===== src/rtl/servo_pwm_multi_if.sv =====
// Write port and pulse/debug outputs of the multi-channel servo PWM generator.
// The controller side drives writes (master); the generator drives outputs (slave).
interface servo_pwm_multi_if #(
    parameter int NUM_CH       = 4,
    parameter int DUTY_W       = 8,
    parameter int PERIOD_TICKS = 2560
);
    localparam int CH_W  = (NUM_CH > 1) ? $clog2(NUM_CH) : 1;
    localparam int CNT_W = $clog2(PERIOD_TICKS);

    logic              wr_en;
    logic [CH_W-1:0]   wr_ch;
    logic [DUTY_W-1:0] wr_duty;
    logic              wr_chen;
    logic [NUM_CH-1:0] pwm_out;
    logic              tick;
    logic              frame_start;
    logic [CNT_W-1:0]  frame_cnt;

    modport master (
        output wr_en, wr_ch, wr_duty, wr_chen,
        input  pwm_out, tick, frame_start, frame_cnt
    );

    modport slave (
        input  wr_en, wr_ch, wr_duty, wr_chen,
        output pwm_out, tick, frame_start, frame_cnt
    );
endinterface


===== src/rtl/servo_pwm_multi.sv =====
// NUM_CH servo pulse outputs sharing one prescaler and frame counter; per-channel
// duty/enable are double-buffered and committed only when the frame counter wraps.
module servo_pwm_multi #(
    parameter int NUM_CH       = 4,
    parameter int DUTY_W       = 8,
    parameter int TICK_DIV     = 391,
    parameter int PERIOD_TICKS = 2560,
    parameter int MIN_TICKS    = 64
) (
    input  logic             clk,
    input  logic             reset,
    servo_pwm_multi_if.slave bus
);
    localparam int CH_W  = (NUM_CH > 1) ? $clog2(NUM_CH) : 1;
    localparam int CNT_W = $clog2(PERIOD_TICKS);
    localparam int PRE_W = $clog2(TICK_DIV);

    if (NUM_CH < 1 || NUM_CH > 16) begin : gChCheck
        $error("servo_pwm_multi: NUM_CH must be 1..16");
    end
    if (TICK_DIV < 2) begin : gDivCheck
        $error("servo_pwm_multi: TICK_DIV must be at least 2");
    end
    if (MIN_TICKS + (1 << DUTY_W) - 1 >= PERIOD_TICKS) begin : gPeriodCheck
        $error("servo_pwm_multi: longest pulse does not fit in the frame");
    end

    // Widened so MIN_TICKS plus the largest duty never wraps.
    function automatic logic [CNT_W:0] onTicks(input logic [DUTY_W-1:0] duty);
        return (CNT_W+1)'(MIN_TICKS) + (CNT_W+1)'(duty);
    endfunction

    logic [PRE_W-1:0]  preCnt;
    logic [CNT_W-1:0]  frameCnt;
    logic [CNT_W-1:0]  frameCntNext;
    logic [DUTY_W-1:0] pendingDuty    [NUM_CH];
    logic [DUTY_W-1:0] activeDuty     [NUM_CH];
    logic [DUTY_W-1:0] activeDutyNext [NUM_CH];
    logic [NUM_CH-1:0] pendingEn;
    logic [NUM_CH-1:0] activeEn;
    logic [NUM_CH-1:0] activeEnNext;
    logic [NUM_CH-1:0] pwmNext;
    logic [NUM_CH-1:0] pwmReg;
    logic              tickInt;
    logic              frameWrap;

    assign tickInt   = !reset && (preCnt == PRE_W'(TICK_DIV - 1));
    assign frameWrap = tickInt && (frameCnt == CNT_W'(PERIOD_TICKS - 1));

    // Outputs are decided from next-state counter and active settings so the
    // pulse rises on the very edge the frame counter returns to zero.
    always_comb begin
        frameCntNext = frameCnt;
        if (tickInt) begin
            frameCntNext = frameWrap ? '0 : frameCnt + CNT_W'(1);
        end
        activeEnNext = frameWrap ? pendingEn : activeEn;
        for (int i = 0; i < NUM_CH; i++) begin
            activeDutyNext[i] = frameWrap ? pendingDuty[i] : activeDuty[i];
            pwmNext[i] = activeEnNext[i] &&
                         ({1'b0, frameCntNext} < onTicks(activeDutyNext[i]));
        end
    end

    always_ff @(posedge clk) begin
        if (reset) begin
            preCnt    <= '0;
            frameCnt  <= '0;
            pendingEn <= '0;
            activeEn  <= '0;
            pwmReg    <= '0;
            for (int i = 0; i < NUM_CH; i++) begin
                pendingDuty[i] <= '0;
                activeDuty[i]  <= '0;
            end
        end else begin
            preCnt   <= tickInt ? '0 : preCnt + PRE_W'(1);
            frameCnt <= frameCntNext;
            activeEn <= activeEnNext;
            pwmReg   <= pwmNext;
            // Commit above reads the old pending value, so a write on the
            // wrap edge lands in pending and waits for the next frame.
            for (int i = 0; i < NUM_CH; i++) begin
                activeDuty[i] <= activeDutyNext[i];
                if (bus.wr_en && (int'(bus.wr_ch) == i)) begin
                    pendingDuty[i] <= bus.wr_duty;
                    pendingEn[i]   <= bus.wr_chen;
                end
            end
        end
    end

    assign bus.tick        = tickInt;
    assign bus.frame_start = frameWrap;
    assign bus.frame_cnt   = frameCnt;
    assign bus.pwm_out     = pwmReg;
endmodule

===== src/flat_wrapper.sv =====
// flat-port wrapper written by rule: the top's interface ports become plain ports
module servo_pwm_multi_flat 
#(
    parameter int NUM_CH       = 4,
    parameter int DUTY_W       = 8,
    parameter int TICK_DIV     = 391,
    parameter int PERIOD_TICKS = 2560,
    parameter int MIN_TICKS    = 64
)
  (clk, reset, bus_wr_en, bus_wr_ch, bus_wr_duty, bus_wr_chen, bus_pwm_out, bus_tick, bus_frame_start, bus_frame_cnt);
  servo_pwm_multi_if #(.NUM_CH(NUM_CH), .DUTY_W(DUTY_W), .PERIOD_TICKS(PERIOD_TICKS)) bus_i ();
  input  logic clk;
  input  logic reset;
  input wire logic [$bits(bus_i.wr_en)-1:0] bus_wr_en;
  input wire logic [$bits(bus_i.wr_ch)-1:0] bus_wr_ch;
  input wire logic [$bits(bus_i.wr_duty)-1:0] bus_wr_duty;
  input wire logic [$bits(bus_i.wr_chen)-1:0] bus_wr_chen;
  output wire logic [$bits(bus_i.pwm_out)-1:0] bus_pwm_out;
  output wire logic [$bits(bus_i.tick)-1:0] bus_tick;
  output wire logic [$bits(bus_i.frame_start)-1:0] bus_frame_start;
  output wire logic [$bits(bus_i.frame_cnt)-1:0] bus_frame_cnt;
  assign bus_i.wr_en = bus_wr_en;
  assign bus_i.wr_ch = bus_wr_ch;
  assign bus_i.wr_duty = bus_wr_duty;
  assign bus_i.wr_chen = bus_wr_chen;
  assign bus_pwm_out = bus_i.pwm_out;
  assign bus_tick = bus_i.tick;
  assign bus_frame_start = bus_i.frame_start;
  assign bus_frame_cnt = bus_i.frame_cnt;
  servo_pwm_multi #(.NUM_CH(NUM_CH), .DUTY_W(DUTY_W), .TICK_DIV(TICK_DIV), .PERIOD_TICKS(PERIOD_TICKS), .MIN_TICKS(MIN_TICKS)) u_core (.clk(clk), .reset(reset), .bus(bus_i));
endmodule

===== config.mk =====
export PLATFORM = sky130hd
export DESIGN_NAME = servo_pwm_multi_flat
export DESIGN_NICKNAME = d
export VERILOG_FILES = /design/src/rtl/servo_pwm_multi_if.sv /design/src/rtl/servo_pwm_multi.sv /design/src/flat_wrapper.sv
export SDC_FILE = /design/constraint.sdc
export NUM_CORES = 1
export LEC_CHECK = 0
export CORE_MARGIN = 4
export CORE_UTILIZATION = 30
export CTS_CLUSTER_DIAMETER = 30
export DETAILED_ROUTE_END_ITERATION = 8
export DONT_BUFFER_PORTS = 1
export MAX_ROUTING_LAYER = met4
export REMOVE_ABC_BUFFERS = 1
export SLEW_MARGIN = 15
export SYNTH_ARGS = -nofsm -noshare
export SYNTH_HDL_FRONTEND = slang
export SYNTH_SLANG_ARGS = --single-unit

===== constraint.sdc =====
create_clock -name clk -period 3.43 [get_ports clk]
set_input_delay 0.686 -clock clk [delete_from_list [all_inputs] [get_ports clk]]
set_output_delay 0.686 -clock clk [all_outputs]
set_load 0.05 [all_outputs]

==> impl_results.md, run 1 <==
* Slew margin rel. at 29.6%
* Flop and latch count out of synthesis at 97
* Total grt overflow at 0
* Remaining antenna violation count at 0
* CTS root buffer: clkbuf_16
* Max Cap Viol at 0
* Clock power share at 45.9%
* Htree depth at 3
* CP max FO at 10
* Internal power at 0.00189 W
* Worst Skew at 0.00968 ns
* Comb power frac at 2.2%
* R2r startpoint: u_core.preCnt[0]
* Worst-margin pin slew at 1.05 ns
* LEAKAGE at 2.37 nW
* Core area at 15400 sq um
* Worst path max stage delay at 0.50 ns
* Power per cell area at 397 nW/um^2
* Switching Fraction at 21.0%
* Drt first pass iters at 4
* Later-pin clock latency in the skew report at 0.36 ns
* Sequential share of power at 51.9%
* Final period util at 99.6%
* Critical-path top delay cell: or4b_4
* DRT iter0 DRCs at 223
* Synth unique cells at 50
* Inserted Clock Buffers at 9
* DP HPWL at 8950 um
* WP data required at 3.68 ns
* Status: complete, no violations
* Avg WL per Cell at 16.3 um
* Sw Pwr at 0.000500 W
* Ports at 32
* Detailed Route WL at 12200 um
* Max Clk Rate at 293 MHz
* Die area at 18100 sq um
* CP endpoint kind: flip-flop
* Initial antenna violation count at 0
* CP arrival at 3.66 ns
* Clk buf depth at 2
* CP Cell Sequence: inv_1 > ha_1 > or4b_4 > or3_4 > nor2_4 > buf_12 > buf_6 > mux2i_4 > ha_1 > o21ai_0 > a21oi_2 > o41ai_4 > and3b_2 > nor4b_4
* GPL Wtd Cong at 0.914
* Final Max Slew Viols at 0
* Starting Density at 31.1%
* GRT Total Usage at 14.3%
* Routed via count at 3684
* Clk sink count at 97
* Asr flop ratio synth at 0%
* # port buffers at 0
* First-pass GRT wire length at 19500 um
* Vias/cell at 4.93
* Worst setup path startpoint: u_core.preCnt[0]
* Area Overhead vs Synth at 25.2%
* Critical path class: flip-flop to flip-flop
* RSZ-0062 raised after global routing: true
* Hold_buf cts at 0
* Final setup vio count at 0
* DRT met1 WL at 5820 um
* Ant diodes at 0
* Most frequent CP cell: ha_1
* Layout cell share with drive strength beyond 1 at 21.6%
* Post-synthesis sequential area ratio at 47.1%
* CTS tree: done
* Post-synth EDFFs at 32
* Final Hold Vio Count at 0
* Met2 Wirelength at 5430 um
* Startpoint types: flip-flop
* Largest net degree at the start of global routing at 67
* Std-Cell Rows at 45
* Die Y at 134 um
* Yosys warnings at 0
* Die width at 134 um
* Worst-path clk slew at 0.07 ns
* Placed cell count at 724
* DRC violations left at 0
* Worst VDD drop at 0.238 mV
* Tmin final at 3.41 ns
* Detailed route wirelength on metal3 at 776 um
* Fin util at 39.0%
* Hold_sp: reset
* Post-synth top flop: dfxtp_1
* Syn Area/Cell at 10.0 sq um
* Non-filler cells, final at 747
* Syn Inst Count at 480
* Nets at 584
* Post-Syn Area at 4800 sq um
* Vias in the first global route at 3650
* DR top layer: met4
* HP Class: primary input to flip-flop
## path summary, 6_finish.rpt
path                            slack (ns)  depth (start not counted)                       to
worst max-delay path                  0.02                         14    u_core.bus.pwm_out[3]
worst min-delay path                  0.40                          1  u_core.activeDuty[1][6]
worst max register to register        0.02                         14    u_core.bus.pwm_out[3]
worst min register to register        0.46                          2  u_core.activeDuty[1][7]
## state kept, by name, indices dropped and copies added (netlist names)
| signal | count |
|---|---|
| u_core.activeDuty | 32 |
| u_core.pendingDuty | 32 |
| u_core.bus.frame_cnt | 12 |
| u_core.preCnt | 9 |
| u_core.activeEn | 4 |
| u_core.bus.pwm_out | 4 |
| u_core.pendingEn | 4 |
## power by group through the flow
stage	combinational, W	clock (W)	sequential (W)
6_report	0.0000524	0.00110	0.00124
5_1_grt	0.0000590	0.00117	0.00124
4_1_cts	0.0000528	0.00112	0.00124
3_5_place_dp	0.0000516	0	0.00126
3_3_place_gp	0.0000504	0	0.00126
2_1_floorplan	0.0000296	0	0.00125
## synthesized netlist by cell type (9+ instances only)
cell type  instances  share of area, %
dfxtp_1           65                27
nand2_1           41               3.2
nor2_1            40               3.1
ha_1              39                10
and2_1            34               4.4
edfxtp_1          32                20
a21oi_1           29               3.0
mux2i_1           21               4.4
nand4_1           18               2.3
inv_1             16               1.3
clkbuf_1          15               1.2
a21o_1            13               2.0
nand3_1           13               1.4
nor3_1            11               1.1
o21ai_0           11               1.1
xor2_1             9               1.6
## metal layers
metal / vias up / track usage, %
li1: 1827 / -
met1: 1762 / 19.3
met2: 80 / 21.2
met3: 15 / 4.69
met4: 0 / 2.88
met5: - / -
## timing repair
item / 4_1_cts / 5_1_grt
buffers inserted: 2 / 5
setup endpoints to repair: 4 / 4
pin swaps: 5 / 3
resized for setup: 13 / 28
## critical path, delay by kind of cell (launching register included)
kind,cells,cell delay (ns)
AOI/OAI and AO/OA,3,0.40
adders and majority gates,2,0.41
buffers and inverters,3,0.39
DFF,1,0.32
muxes,1,0.29
and+or+nand+nor,5,1.53
## final cells by class
class	count	area (sq um)
clock buffers	9	225
clock inverters	7	100
fillers	1522	9420
inverters	16	60.1
multi-input cells	346	2610
flip-flops and latches	97	2260
well taps	211	264
repair buffers	61	487
## cell families after synthesis
family	count (synthesis)	share of synthesized area [%]
simple gates	189	21.0
flops	97	47.1
compound gates	79	10.8
fa+ha+maj	39	10.2
buf+inv	37	3.10
mux	23	4.85
xor+xnor	16	2.92
## metrics by stage
| stage | TNS (ns) | hold slack (ns) | total power, W | cell area, sq um | setup slack, ns |
|---|---|---|---|---|---|
| detailed placement | -0.423 | 0.446 | 0.00131 | 5410 | -0.289 |
| finish | 0 | 0.397 | 0.00239 | 6010 | 0.0154 |
| CTS | 0 | 0.392 | 0.00240 | 5820 | 0.00490 |
| floorplan | -2.99 | 0.426 | 0.00128 | 4710 | -0.916 |
| global placement | -0.338 | 0.435 | 0.00131 | 5410 | -0.259 |
| global route | -0.391 | 0.383 | 0.00247 | 6010 | -0.135 |
## cells in the final DEF, fill, tap and decap left out, types with 5 or more instances in the layout
cell,n
dfxtp_1,64
buf_4,58
nand2_1,41
nor2_1,38
ha_1,36
and2_1,34
edfxtp_1,32
a21oi_1,27
nand4_1,18
inv_1,16
mux2i_1,14
a21o_1,13
nand3_1,12
o21ai_0,10
nor3_1,9
clkbuf_16,9
xor2_1,8
xnor2_1,6
o21a_1,6
nor3b_1,5
nor2b_1,5
Note: power is estimated with default switching activity, not from simulation.
==> inputs of run 2 (changes only) <==
--- a/config.mk
+++ b/config.mk
@@ -5,11 +5,11 @@
 export SDC_FILE = /design/constraint.sdc
 export NUM_CORES = 1
 export LEC_CHECK = 0
+export ABC_CLOCK_PERIOD_IN_PS = 3430
 export CORE_MARGIN = 4
 export CORE_UTILIZATION = 30
 export CTS_CLUSTER_DIAMETER = 30
 export DETAILED_ROUTE_END_ITERATION = 8
-export DONT_BUFFER_PORTS = 1
 export MAX_ROUTING_LAYER = met4
 export REMOVE_ABC_BUFFERS = 1
 export SLEW_MARGIN = 15
==> run 2 against run 1 <==
Sequential share of layout area shrank 1.6 points. Via count grew 1.9%. Count of clock-buffer cells in the layout is the same. Sequential power is essentially flat. Largest power group unchanged. Total power is essentially flat. Clock power shrank 4%. Global-route usage grew 0.28 points. Critical endpoint unchanged. Setup slack lost 0.010 ns. Critical path type unchanged. Sequential cell count is the same. Non-clock buffer count grew 23. Utilization grew 1.7 points.
==> impl_results.md, run 2 (synthesis results as in run 1) <==
* Status: complete, no violations
* Hold Path Cell Cnt at 2 (+1)
* Hold endpoint: u_core.activeDuty[0][0]
* Clk sink count at 97 (unchanged)
* Leading cell type in the layout, fill and taps excluded: dfxtp_1
* Critical path class: flip-flop to flip-flop
* Avg WL per Cell at 16.1 um (-1.4%)
* # fillers at 1551 (+1.9%)
* Slew margin rel. at 58.4% (+29 points)
* First-pass GRT wire length at 19900 um (+1.8%)
* RSZ-0062 raised after global routing: true
* Worst path max stage delay at 0.49 ns (about the same)
* DRC violations left at 0 (unchanged)
* R2r startpoint: u_core.preCnt[0]
* Hold_sp: u_core.activeDuty[0][0]
* Worst-margin pin slew at 0.623 ns (-0.431 ns)
* Tmin final at 3.42 ns (+0.0101 ns)
* R2r setup slk at 0.005 ns (about the same)
* Starting Density at 31.1% (unchanged)
* # port buffers at 31 (+31)
* Worst VDD drop at 0.248 mV (+4.0%)
* Final setup vio count at 0 (unchanged)
* CP Cell Sequence: inv_1 > ha_1 > or4b_4 > or3_4 > nor2_4 > buf_12 > buf_12 > mux2i_4 > ha_1 > a21o_1 > a21o_1 > a221oi_2 > o21ai_2 > nor4b_2
* Htree depth at 3 (unchanged)
* Ports at 32 (unchanged)
* Power per cell area at 380 nW/um^2 (-4.3%)
* Die Y at 134 um (unchanged)
* Inserted Clock Buffers at 9 (unchanged)
* CTS tree: done
* Worst Setup Slack, final at 0.00530 ns (-0.0101 ns)
* Clk buf depth at 2 (unchanged)
* WP data required at 3.68 ns (about the same)
* Nets at 607 (+3.9%)
* Die width at 134 um (unchanged)
* Worst Skew at 0.00828 ns (-0.00140 ns)
* Area Overhead vs Synth at 30.7%
* GRT Total Usage at 14.6% (+0.28 points)
* DP HPWL at 9110 um (+1.8%)
* Max Cap Viol at 0 (unchanged)
* DRT iter0 DRCs at 218 (-2.2%)
* Power Total at 0.00239 W (about the same)
* Buf/Inv on CP at 3 (unchanged)
* Worst reg2reg path depth at 14 (unchanged)
* Final Max Slew Viols at 0 (unchanged)
* Routed via count at 3753 (+1.9%)
* Die area at 18100 sq um (unchanged)
* Detailed Route WL at 12400 um (+1.8%)
* Startpoint types: flip-flop
* CP endpoint kind: flip-flop
* Final Hold Vio Count at 0 (unchanged)
* Total grt overflow at 0 (unchanged)
* Worst setup path startpoint: u_core.preCnt[0]
* Vias/cell at 4.87 (-1.3%)
* Critical-path top delay cell: or4b_4
* R2R Path End: u_core.bus.pwm_out[3]
* Max Clk Rate at 292 MHz (-0.29%)
* CTS root buffer: clkbuf_16
* HP Class: flip-flop to flip-flop
* Dpl ws at -0.360 ns (-0.0714 ns)
* Worst-path clk slew at 0.07 ns (about the same)
* Placed cell count at 747 (+3.2%)
* Initial antenna violation count at 1 (+1)
* Std-Cell Rows at 45 (unchanged)
* Layout cell share with drive strength beyond 1 at 20.6% (-1.1 points)
* Remaining antenna violation count at 0 (unchanged)
* Crit-path leading delay family: simple AND/OR/NAND/NOR gates
* CP max FO at 7 (-3)
* Most frequent cells in the layout: 64 x dfxtp_1, 50 x buf_4, 41 x nand2_1
* Sum Neg Setup Slack at 0 ns (unchanged)
* Final period util at 99.8% (+0.29 points)
* GPL Wtd Cong at 0.826 (-9.6%)
* Later-pin clock latency in the skew report at 0.36 ns (about the same)
* Non-filler cells, final at 771 (+3.2%)
* Largest net degree at the start of global routing at 40 (-40%)
* WP depth at 14 (unchanged)
* Vias in the first global route at 3800 (+4.1%)
* CP arrival at 3.67 ns (about the same)
* Drt first pass iters at 4 (unchanged)
* Core area at 15400 sq um (unchanged)
* LEAKAGE at 2.44 nW (+2.7%)
run 2: cell count changes in the layout (fill, tap and decap cells not counted), sizes merged:
cell / delta
bufinv: -1
clkinvlp: -1
clkinv: +2
buf: -6
clkdlybuf4s50: +29
diode: +1
run 2: worst max path at each step:
stage	endpoint	slack [ns]
2_1_floorplan	u_core.bus.pwm_out[3]	-0.92
3_3_place_gp	u_core.bus.pwm_out[3]	-0.32
3_5_place_dp	u_core.bus.pwm_out[3]	-0.36
4_1_cts	u_core.bus.pwm_out[3]	-0.01
5_1_grt	u_core.bus.pwm_out[1]	-0.17
6_report	u_core.bus.pwm_out[3]	0.005
run 2: power by group:
group | total, W | leakage, nW | switching [W] | internal [W]
registers | 0.00124 | 0.839 | 0.0000178 | 0.00122
clock network | 0.00106 | 0.155 | 0.000479 | 0.000580
logic | 0.0000891 | 1.44 | 0.0000529 | 0.0000362
run 2: stage by stage:
step           hold WS, ns  instance area (sq um)  util [%]
6_report             0.464                   6270      40.7
4_1_cts              0.468                   6110      39.6
2_1_floorplan        0.426                   4710         -
3_5_place_dp         0.457                   5660      36.7
3_3_place_gp         0.444                   5660      36.7
5_1_grt              0.494                   6270      40.7
run 2: tightest hold or removal path, stage by stage, from the launching register on:
cell	delay, ns
dfxtp_1	0.31
nand2_1	0.05
a21oi_1	0.05
run 2: per-layer routing:
metal	global-route usage (%)	wire (um)	part of all wire, %
met2	23.1	5830	47
met1	18.2	5720	46
met5	-	0	0
met3	4.62	613	4.9
met4	3.79	234	1.9
run 2: layout make-up:
type	count	area (sq um)	area share, %
multi-input combinational	346	2630	41.9
sequential	97	2260	36.1
timing repair buffer	84	742	11.8
tap	211	264	4.21
clock buffer	9	225	3.59
clock inverter	7	88.8	1.42
inverter	16	60.1	0.957
antenna	1	2.50	0.0399
run 2: repair_timing:
action / in CTS / in global routing
buffers inserted: 3 / 4
endpoints found under the setup margin: 4 / 5
gates resized for setup: 22 / 26
pin swaps: 4 / 10
hold buffers: 0 / 0
